==> src/rtl/debug_ram_loader_if.sv <==
// rtl/debug_ram_loader_if.sv - stream and BRAM debug-port bundle for debug_ram_loader
//
// Signals:
//   in_valid/in_ready/in_data/in_last      load word stream into the loader
//   out_valid/out_ready/out_data/out_ch/out_addr  dump word stream out of the loader
//   dbg_a2/dbg_wd2/dbg_we2/dbg_rd2         per-channel BRAM debug port (WD2 shared)
// Modports:
//   master  environment side (drives load stream, sinks dump stream, models BRAM)
//   slave   loader side
interface debug_ram_loader_if #(
    parameter int NUM_CH = 2
);
    logic                   in_valid;
    logic                   in_ready;
    logic [31:0]            in_data;
    logic                   in_last;

    logic                   out_valid;
    logic                   out_ready;
    logic [31:0]            out_data;
    logic [1:0]             out_ch;
    logic [31:0]            out_addr;

    logic [NUM_CH*32-1:0]   dbg_a2;
    logic [31:0]            dbg_wd2;
    logic [NUM_CH*4-1:0]    dbg_we2;
    logic [NUM_CH*32-1:0]   dbg_rd2;

    modport master (
        output in_valid, in_data, in_last,
        input  in_ready,
        input  out_valid, out_data, out_ch, out_addr,
        output out_ready,
        input  dbg_a2, dbg_wd2, dbg_we2,
        output dbg_rd2
    );

    modport slave (
        input  in_valid, in_data, in_last,
        output in_ready,
        output out_valid, out_data, out_ch, out_addr,
        input  out_ready,
        output dbg_a2, dbg_wd2, dbg_we2,
        input  dbg_rd2
    );
endinterface

==> src/rtl/debug_ram_loader.sv <==
// rtl/debug_ram_loader.sv - loads core BRAMs, runs the core, optionally dumps BRAMs back out
//
// Ports:
//   CPU_CLK    single clock, rising edge
//   CPU_RST_N  synchronous active-low reset
//   start      one-cycle start request, only honoured in IDLE
//   bus        debug_ram_loader_if.slave: load stream, dump stream, BRAM debug port
//   core_rst   active-high core reset, low only while the core runs
//   busy       high whenever not IDLE
//   done       one-cycle pulse at the end of a sequence
// Build option:
//   DEBUG_RAM_LOADER_DUMP_EN  when defined, BRAM contents are streamed out after RUN;
//                             otherwise RUN goes straight to DONE and out_valid is 0.
module debug_ram_loader #(
    parameter int          NUM_CH     = 2,
    parameter int          WORDS      = 4096,
    parameter int unsigned RUN_CYCLES = 200000,
    parameter int unsigned RST_CYCLES = 5
) (
    input  logic                CPU_CLK,
    input  logic                CPU_RST_N,
    input  logic                start,
    debug_ram_loader_if.slave   bus,
    output logic                core_rst,
    output logic                busy,
    output logic                done
);
    localparam int              WW        = (WORDS > 1) ? $clog2(WORDS) : 1;
    localparam logic [1:0]      LAST_CH   = 2'(NUM_CH - 1);
    localparam logic [WW-1:0]   LAST_WORD = WW'(WORDS - 1);
    localparam logic [31:0]     RST_LAST  = 32'(RST_CYCLES - 1);
    localparam logic [31:0]     RUN_LAST  = 32'(RUN_CYCLES - 1);

    typedef enum logic [2:0] {
        IDLE,
        LOAD,
        CORE_RST,
        RUN,
`ifdef DEBUG_RAM_LOADER_DUMP_EN
        DUMP_ADDR,
        DUMP_WAIT,
        DUMP_OUT,
`endif
        DONE
    } stateT;

    stateT                  state;
    logic [1:0]             ch;
    logic [WW-1:0]          word;
    logic [31:0]            cycleCnt;
    logic                   inReady;
    logic [NUM_CH*32-1:0]   dbgA2;
    logic [31:0]            dbgWd2;
    logic [NUM_CH*4-1:0]    dbgWe2;

    function automatic logic [31:0] byteAddr(input logic [WW-1:0] w);
        byteAddr = 32'({w, 2'b00});
    endfunction

    // Address bus with only the selected channel's lane populated.
    function automatic logic [NUM_CH*32-1:0] laneAddr(input logic [1:0] c, input logic [31:0] a);
        laneAddr = '0;
        for (int i = 0; i < NUM_CH; i++) begin
            if (c == 2'(i)) laneAddr[i*32 +: 32] = a;
        end
    endfunction

    function automatic logic [NUM_CH*4-1:0] laneWe(input logic [1:0] c);
        laneWe = '0;
        for (int i = 0; i < NUM_CH; i++) begin
            if (c == 2'(i)) laneWe[i*4 +: 4] = 4'hF;
        end
    endfunction

`ifdef DEBUG_RAM_LOADER_DUMP_EN
    logic           outValid;
    logic [31:0]    outData;
    logic [1:0]     outCh;
    logic [31:0]    outAddr;

    function automatic logic [31:0] rdLane(input logic [NUM_CH*32-1:0] rd, input logic [1:0] c);
        rdLane = '0;
        for (int i = 0; i < NUM_CH; i++) begin
            if (c == 2'(i)) rdLane = rd[i*32 +: 32];
        end
    endfunction
`endif

    always_ff @(posedge CPU_CLK) begin
        if (!CPU_RST_N) begin
            // Any handshake coinciding with reset is dropped: WE stays 0.
            state    <= IDLE;
            ch       <= '0;
            word     <= '0;
            cycleCnt <= '0;
            inReady  <= 1'b0;
            dbgA2    <= '0;
            dbgWd2   <= '0;
            dbgWe2   <= '0;
            core_rst <= 1'b1;
            busy     <= 1'b0;
            done     <= 1'b0;
`ifdef DEBUG_RAM_LOADER_DUMP_EN
            outValid <= 1'b0;
            outData  <= '0;
            outCh    <= '0;
            outAddr  <= '0;
`endif
        end else begin
            // Write strobes and done are single-cycle pulses.
            dbgWe2 <= '0;
            done   <= 1'b0;

            case (state)
                IDLE: begin
                    if (start) begin
                        state   <= LOAD;
                        ch      <= '0;
                        word    <= '0;
                        inReady <= 1'b1;
                        busy    <= 1'b1;
                    end
                end

                LOAD: begin
                    if (bus.in_valid && inReady) begin
                        dbgWd2 <= bus.in_data;
                        dbgA2  <= laneAddr(ch, byteAddr(word));
                        dbgWe2 <= laneWe(ch);
                        if (bus.in_last || word == LAST_WORD) begin
                            word <= '0;
                            if (ch == LAST_CH) begin
                                state    <= CORE_RST;
                                inReady  <= 1'b0;
                                cycleCnt <= '0;
                            end else begin
                                ch <= ch + 2'd1;
                            end
                        end else begin
                            word <= word + 1'b1;
                        end
                    end
                end

                CORE_RST: begin
                    if (cycleCnt == RST_LAST) begin
                        state    <= RUN;
                        cycleCnt <= '0;
                        core_rst <= 1'b0;
                    end else begin
                        cycleCnt <= cycleCnt + 32'd1;
                    end
                end

                RUN: begin
                    if (cycleCnt == RUN_LAST) begin
                        cycleCnt <= '0;
                        core_rst <= 1'b1;
`ifdef DEBUG_RAM_LOADER_DUMP_EN
                        state <= DUMP_ADDR;
                        ch    <= '0;
                        word  <= '0;
                        dbgA2 <= laneAddr(2'd0, 32'd0);
`else
                        state <= DONE;
                        done  <= 1'b1;
`endif
                    end else begin
                        cycleCnt <= cycleCnt + 32'd1;
                    end
                end

`ifdef DEBUG_RAM_LOADER_DUMP_EN
                // dbgA2 is already valid for this word; the BRAM samples it on this edge.
                DUMP_ADDR: begin
                    state <= DUMP_WAIT;
                end

                // Read data for the presented address is valid during this cycle.
                DUMP_WAIT: begin
                    outData  <= rdLane(bus.dbg_rd2, ch);
                    outCh    <= ch;
                    outAddr  <= byteAddr(word);
                    outValid <= 1'b1;
                    state    <= DUMP_OUT;
                end

                // Payload registers are untouched here, so they stay stable until accepted.
                DUMP_OUT: begin
                    if (bus.out_ready) begin
                        outValid <= 1'b0;
                        if (word == LAST_WORD) begin
                            word <= '0;
                            if (ch == LAST_CH) begin
                                state <= DONE;
                                done  <= 1'b1;
                                dbgA2 <= '0;
                            end else begin
                                ch    <= ch + 2'd1;
                                state <= DUMP_ADDR;
                                dbgA2 <= laneAddr(ch + 2'd1, 32'd0);
                            end
                        end else begin
                            word  <= word + 1'b1;
                            state <= DUMP_ADDR;
                            dbgA2 <= laneAddr(ch, byteAddr(word + 1'b1));
                        end
                    end
                end
`endif

                DONE: begin
                    state <= IDLE;
                    busy  <= 1'b0;
                end

                default: begin
                    state <= IDLE;
                end
            endcase
        end
    end

    assign bus.in_ready = inReady;
    assign bus.dbg_a2   = dbgA2;
    assign bus.dbg_wd2  = dbgWd2;
    assign bus.dbg_we2  = dbgWe2;

`ifdef DEBUG_RAM_LOADER_DUMP_EN
    assign bus.out_valid = outValid;
    assign bus.out_data  = outData;
    assign bus.out_ch    = outCh;
    assign bus.out_addr  = outAddr;
`else
    assign bus.out_valid = 1'b0;
    assign bus.out_data  = '0;
    assign bus.out_ch    = '0;
    assign bus.out_addr  = '0;

    logic unusedDumpInputs;
    assign unusedDumpInputs = ^{bus.out_ready, bus.dbg_rd2};
`endif
endmodule

==> src/flat_wrapper.sv <==
// flat-port wrapper written by rule: the top's interface ports become plain ports
module debug_ram_loader_flat 
#(
    parameter int          NUM_CH     = 2,
    parameter int          WORDS      = 4096,
    parameter int unsigned RUN_CYCLES = 200000,
    parameter int unsigned RST_CYCLES = 5
)
  (CPU_CLK, CPU_RST_N, start, core_rst, busy, done, bus_in_valid, bus_in_data, bus_in_last, bus_in_ready, bus_out_valid, bus_out_data, bus_out_ch, bus_out_addr, bus_out_ready, bus_dbg_a2, bus_dbg_wd2, bus_dbg_we2, bus_dbg_rd2);
  debug_ram_loader_if #(.NUM_CH(NUM_CH)) bus_i ();
  input  logic CPU_CLK;
  input  logic CPU_RST_N;
  input  logic start;
  output logic core_rst;
  output logic busy;
  output logic done;
  input wire logic [$bits(bus_i.in_valid)-1:0] bus_in_valid;
  input wire logic [$bits(bus_i.in_data)-1:0] bus_in_data;
  input wire logic [$bits(bus_i.in_last)-1:0] bus_in_last;
  output wire logic [$bits(bus_i.in_ready)-1:0] bus_in_ready;
  output wire logic [$bits(bus_i.out_valid)-1:0] bus_out_valid;
  output wire logic [$bits(bus_i.out_data)-1:0] bus_out_data;
  output wire logic [$bits(bus_i.out_ch)-1:0] bus_out_ch;
  output wire logic [$bits(bus_i.out_addr)-1:0] bus_out_addr;
  input wire logic [$bits(bus_i.out_ready)-1:0] bus_out_ready;
  output wire logic [$bits(bus_i.dbg_a2)-1:0] bus_dbg_a2;
  output wire logic [$bits(bus_i.dbg_wd2)-1:0] bus_dbg_wd2;
  output wire logic [$bits(bus_i.dbg_we2)-1:0] bus_dbg_we2;
  input wire logic [$bits(bus_i.dbg_rd2)-1:0] bus_dbg_rd2;
  assign bus_i.in_valid = bus_in_valid;
  assign bus_i.in_data = bus_in_data;
  assign bus_i.in_last = bus_in_last;
  assign bus_in_ready = bus_i.in_ready;
  assign bus_out_valid = bus_i.out_valid;
  assign bus_out_data = bus_i.out_data;
  assign bus_out_ch = bus_i.out_ch;
  assign bus_out_addr = bus_i.out_addr;
  assign bus_i.out_ready = bus_out_ready;
  assign bus_dbg_a2 = bus_i.dbg_a2;
  assign bus_dbg_wd2 = bus_i.dbg_wd2;
  assign bus_dbg_we2 = bus_i.dbg_we2;
  assign bus_i.dbg_rd2 = bus_dbg_rd2;
  debug_ram_loader #(.NUM_CH(NUM_CH), .WORDS(WORDS), .RUN_CYCLES(RUN_CYCLES), .RST_CYCLES(RST_CYCLES)) u_core (.CPU_CLK(CPU_CLK), .CPU_RST_N(CPU_RST_N), .start(start), .bus(bus_i), .core_rst(core_rst), .busy(busy), .done(done));
endmodule
==> config.mk <==
export PLATFORM = sky130hd
export DESIGN_NAME = debug_ram_loader_flat
export DESIGN_NICKNAME = d
export VERILOG_FILES = /design/src/rtl/debug_ram_loader_if.sv /design/src/rtl/debug_ram_loader.sv /design/src/flat_wrapper.sv
export SDC_FILE = /design/constraint.sdc
export NUM_CORES = 1
export LEC_CHECK = 0
export BUFFER_PORTS_ARGS = -buffer_cell sky130_fd_sc_hd__buf_2
export CORE_UTILIZATION = 40
export DETAILED_ROUTE_END_ITERATION = 10
export PLACE_DENSITY_LB_ADDON = 0.15
export SYNTH_ARGS = -nofsm -noshare
export SYNTH_HDL_FRONTEND = slang
export SYNTH_SLANG_ARGS = --single-unit
==> constraint.sdc <==
create_clock -name CPU_CLK -period 3.2 [get_ports CPU_CLK]
set_clock_uncertainty 0.1 [all_clocks]
set_input_delay 0.64 -clock CPU_CLK [delete_from_list [all_inputs] [get_ports CPU_CLK]]
set_output_delay 0.64 -clock CPU_CLK [all_outputs]
set_load 0.01 [all_outputs]
==> metrics.yaml <==
yosys:
  synth-seq-cells: 111
  yosysTopAreaCell: "dfxtp_1"
  synthTopCellsByCount: "nand2_1, buf_4, dfxtp_1"
  syn-cell-area_um2: 5500
  synth_area_leaders: "dfxtp_1, buf_4, nand2_1"
  yosysMostFrequentCell: "nand2_1"
  syn_inst: 689
  synth_seq_area_share_pct: 40.4
  async_flop_share_pct: 0
  synth_flop_cell: "dfxtp_1"
  yosys.area.top_type_share_pct: 40.4
  synth_warnings: 0
  synth-edff-count: 0
  synth_area_per_cell_um2: 7.99
  ys_types: 46
clock_tree:
  insertion_delay_ps: 350
  cts_hold_buf: 0
  cts_max_level: 3
  cts_resized: 0
  cts_tree: "yes"
  clockRootBuffer: "clkbuf_16"
  clock_sinks: 111
  cts_made_buffers: 9
  cts.clk_slew.worst_paths_ps: 70
  post-cts-setup-buffers: 0
  clockBufferDepth: 2
setup_path:
  crit_chain: "ha_1 -> nand2_1 -> or4_4 -> a211oi_4 -> buf_4 -> or2_1 -> nor3_1 -> a211o_1"
  r2r_cells: 8
  cp-end-kind: "flip-flop"
  arrival_ps: 2770
  worst_r2r_endpoint: "u_core.cycleCnt[27]"
  r2r_slack_ps: 570
  r2r_start: "u_core.cycleCnt[0]"
  cp_slowest_cell: "or4_4"
  critPathKind: "flip-flop to flip-flop"
  cp_max_fo: 9
  crit_required_ps: 3340
  cpPeakStageDelay_ps: 540
  start_kind: "flip-flop"
final_layout:
  seq_area_um2: 2220
  n_antenna_cell: 0
  nNetsFinal: 879
  synthToLayoutAreaGrowth_pct: 9.82
  final_core_util_pct: 45.3
  multi_input_comb_area_um2: 2680
  final_area_um2: 6040
  fill_cells: 1353
  drive_gt1_share_pct: 17.6
detailed_routing:
  first_iter_violations: 219
  ant_nets: 0
  routed_wl_um: 12000
  drc: 0
  vias: 4581
  firstDrtPassIters: 4
  wire_per_inst_um: 12.6
  vias_per_cell: 4.81
min_path:
  whs_endpoint: "u_core.bus.dbg_a2[5]"
  hp-class: "flip-flop to flip-flop"
  holdPathStages: 2
  min_from: "u_core.bus.dbg_a2[5]"
floorplanning:
  num_rows: 42
  ios: 277
  die_w_um: 119
  start_util_pct: 41.2
  coreArea_um2: 13300
  die_height_um: 119
  die-area_um2: 14200
job:
  maxCapViolCount: 0
global_routing:
  grt-ovfl-total: 0
  track_usage_pct: 17.1
  antenna_found_initial: 1
  grt_max_degree: 66
  grt_pass1_vias: 4045
  grt_pass1_wl_um: 19500
power:
  clockPowerShare_pct: 39.8
  switchingPower_mw: 0.695
  p_per_area_nw_per_um2: 459
  cellLeakagePower_nw: 2.62
  switching_share_pct: 25.1
  p_int_mw: 2.08
  finalPower_mw: 2.77
  seqPwrFrac_pct: 51.2
  peakVddDrop_mv: 0.244
  p_comb_share_pct: 8.9
timing:
  max_freq_mhz: 381
  maxSlewHeadroom_pct: 49.1
  rsz0062_at_grt: "no"
  setup_viol: 0
  finalSetupTns_ps: 0
  worst_pin_slew_ps: 762
  period_minus_slack_ps: 2630
  hold_violations: 0
  period_share_pct: 82.1
  drv_slew: 0
placement:
  dpl_cell_area_um2: 5750
  routabilityCongestion: 0.782
  port_buffers: 104
  dpl.hpwl_um: 8290
status:
  status: "completed"
==> area by class of cell <==
| cell class | instances | share of cell area (%) |
|---|---|---|
| sequential | 111 | 36.8 |
| tap | 176 | 3.64 |
| clock inverter | 3 | 0.248 |
| multi-input combinational | 530 | 44.3 |
| timing repair buffer | 113 | 9.94 |
| clock buffer | 13 | 4.64 |
| inverter | 7 | 0.435 |
==> critical path, delay by kind of cell (launching register included) <==
kind                       cells  cell delay [ps]
and+or+nand+nor                4             1090
AOI/OAI and AO/OA              2              500
DFF                            1              400
adders and majority gates      1              230
buffers and inverters          1              180
==> per-layer routing <==
metal,track usage [%],routed length (um)
met1,22.0,5600
met2,25.9,5270
met4,8.91,274
met3,5.03,830
met5,0,11
==> worst max-delay path by stage <==
stage                                  start                   to  cells after the start
after detailed placement  u_core.cycleCnt[0]  u_core.cycleCnt[27]                      8
after floorplan           u_core.cycleCnt[0]  u_core.cycleCnt[23]                      8
after global routing      u_core.cycleCnt[0]  u_core.cycleCnt[27]                      8
final                     u_core.cycleCnt[0]  u_core.cycleCnt[27]                      8
after global placement           bus_in_last  u_core.cycleCnt[28]                      7
after CTS                 u_core.cycleCnt[0]  u_core.cycleCnt[27]                      8
==> power by group through the flow <==
stage | Combinational (mW) | Sequential (mW) | Clock [mW]
final | 0.248 | 1.42 | 1.10
after global routing | 0.278 | 1.42 | 1.20
after CTS | 0.247 | 1.42 | 1.14
after detailed placement | 0.246 | 1.45 | 0
after global placement | 0.244 | 1.45 | 0
after floorplan | 0.270 | 1.45 | 0
==> cells by family after synthesis <==
family | count (synthesis) | share of synthesized area, %
compound gates | 112 | 12.0
xor+xnor | 22 | 3.50
fa+ha+maj | 5 | 1.14
buf+inv | 154 | 18.3
flops | 111 | 40.4
mux | 3 | 0.546
other cells | 1 | 0.0681
simple gates | 281 | 24.1
==> stage by stage <==
| stage | setup slack [ps] | instances | hold WS, ps |
|---|---|---|---|
| floorplan | 909 | 795 | 339 |
| global placement | 587 | 937 | 338 |
| CTS | 551 | 953 | 355 |
| global route | 398 | 953 | 370 |
| detailed placement | 575 | 937 | 345 |
| finish | 574 | 953 | 352 |
==> state kept, by name (all words and copies together), names as in the netlist <==
name,cells
u_core.bus.dbg_a2,24
u_core.bus.dbg_wd2,32
u_core.bus.dbg_we2,2
u_core.bus.in_ready,1
u_core.busy,1
u_core.ch,2
u_core.core_rst,1
u_core.cycleCnt,32
u_core.done,1
u_core.state,3
u_core.word,12
==> cell usage in the layout, fill, tap and decap left out, types with 2 or more instances in the layout <==
| master | n |
|---|---|
| nor4_1 | 7 |
| or3_1 | 7 |
| buf_4 | 8 |
| nor3_1 | 15 |
| nand4_1 | 20 |
| nand2_1 | 123 |
| nor2_1 | 37 |
| clkinv_2 | 3 |
| a211oi_1 | 3 |
| mux2i_1 | 3 |
| o21ai_0 | 8 |
| ha_1 | 5 |
| conb_1 | 107 |
| xnor2_1 | 3 |
| and4_1 | 4 |
| a21o_1 | 4 |
| and3_1 | 15 |
| and2_1 | 6 |
| xor2_1 | 19 |
| clkbuf_16 | 9 |
| a21oi_1 | 70 |
| nor2b_1 | 2 |
| a31oi_1 | 9 |
| inv_1 | 6 |
| clkbuf_8 | 4 |
| buf_2 | 104 |
| dfxtp_1 | 111 |
| o21a_1 | 2 |
| o2bb2a_1 | 2 |
| a22oi_1 | 2 |
| a41oi_1 | 3 |
| o31ai_1 | 2 |
| nand3_1 | 36 |
| a211o_1 | 2 |
Power figures use the tool's default switching activity.
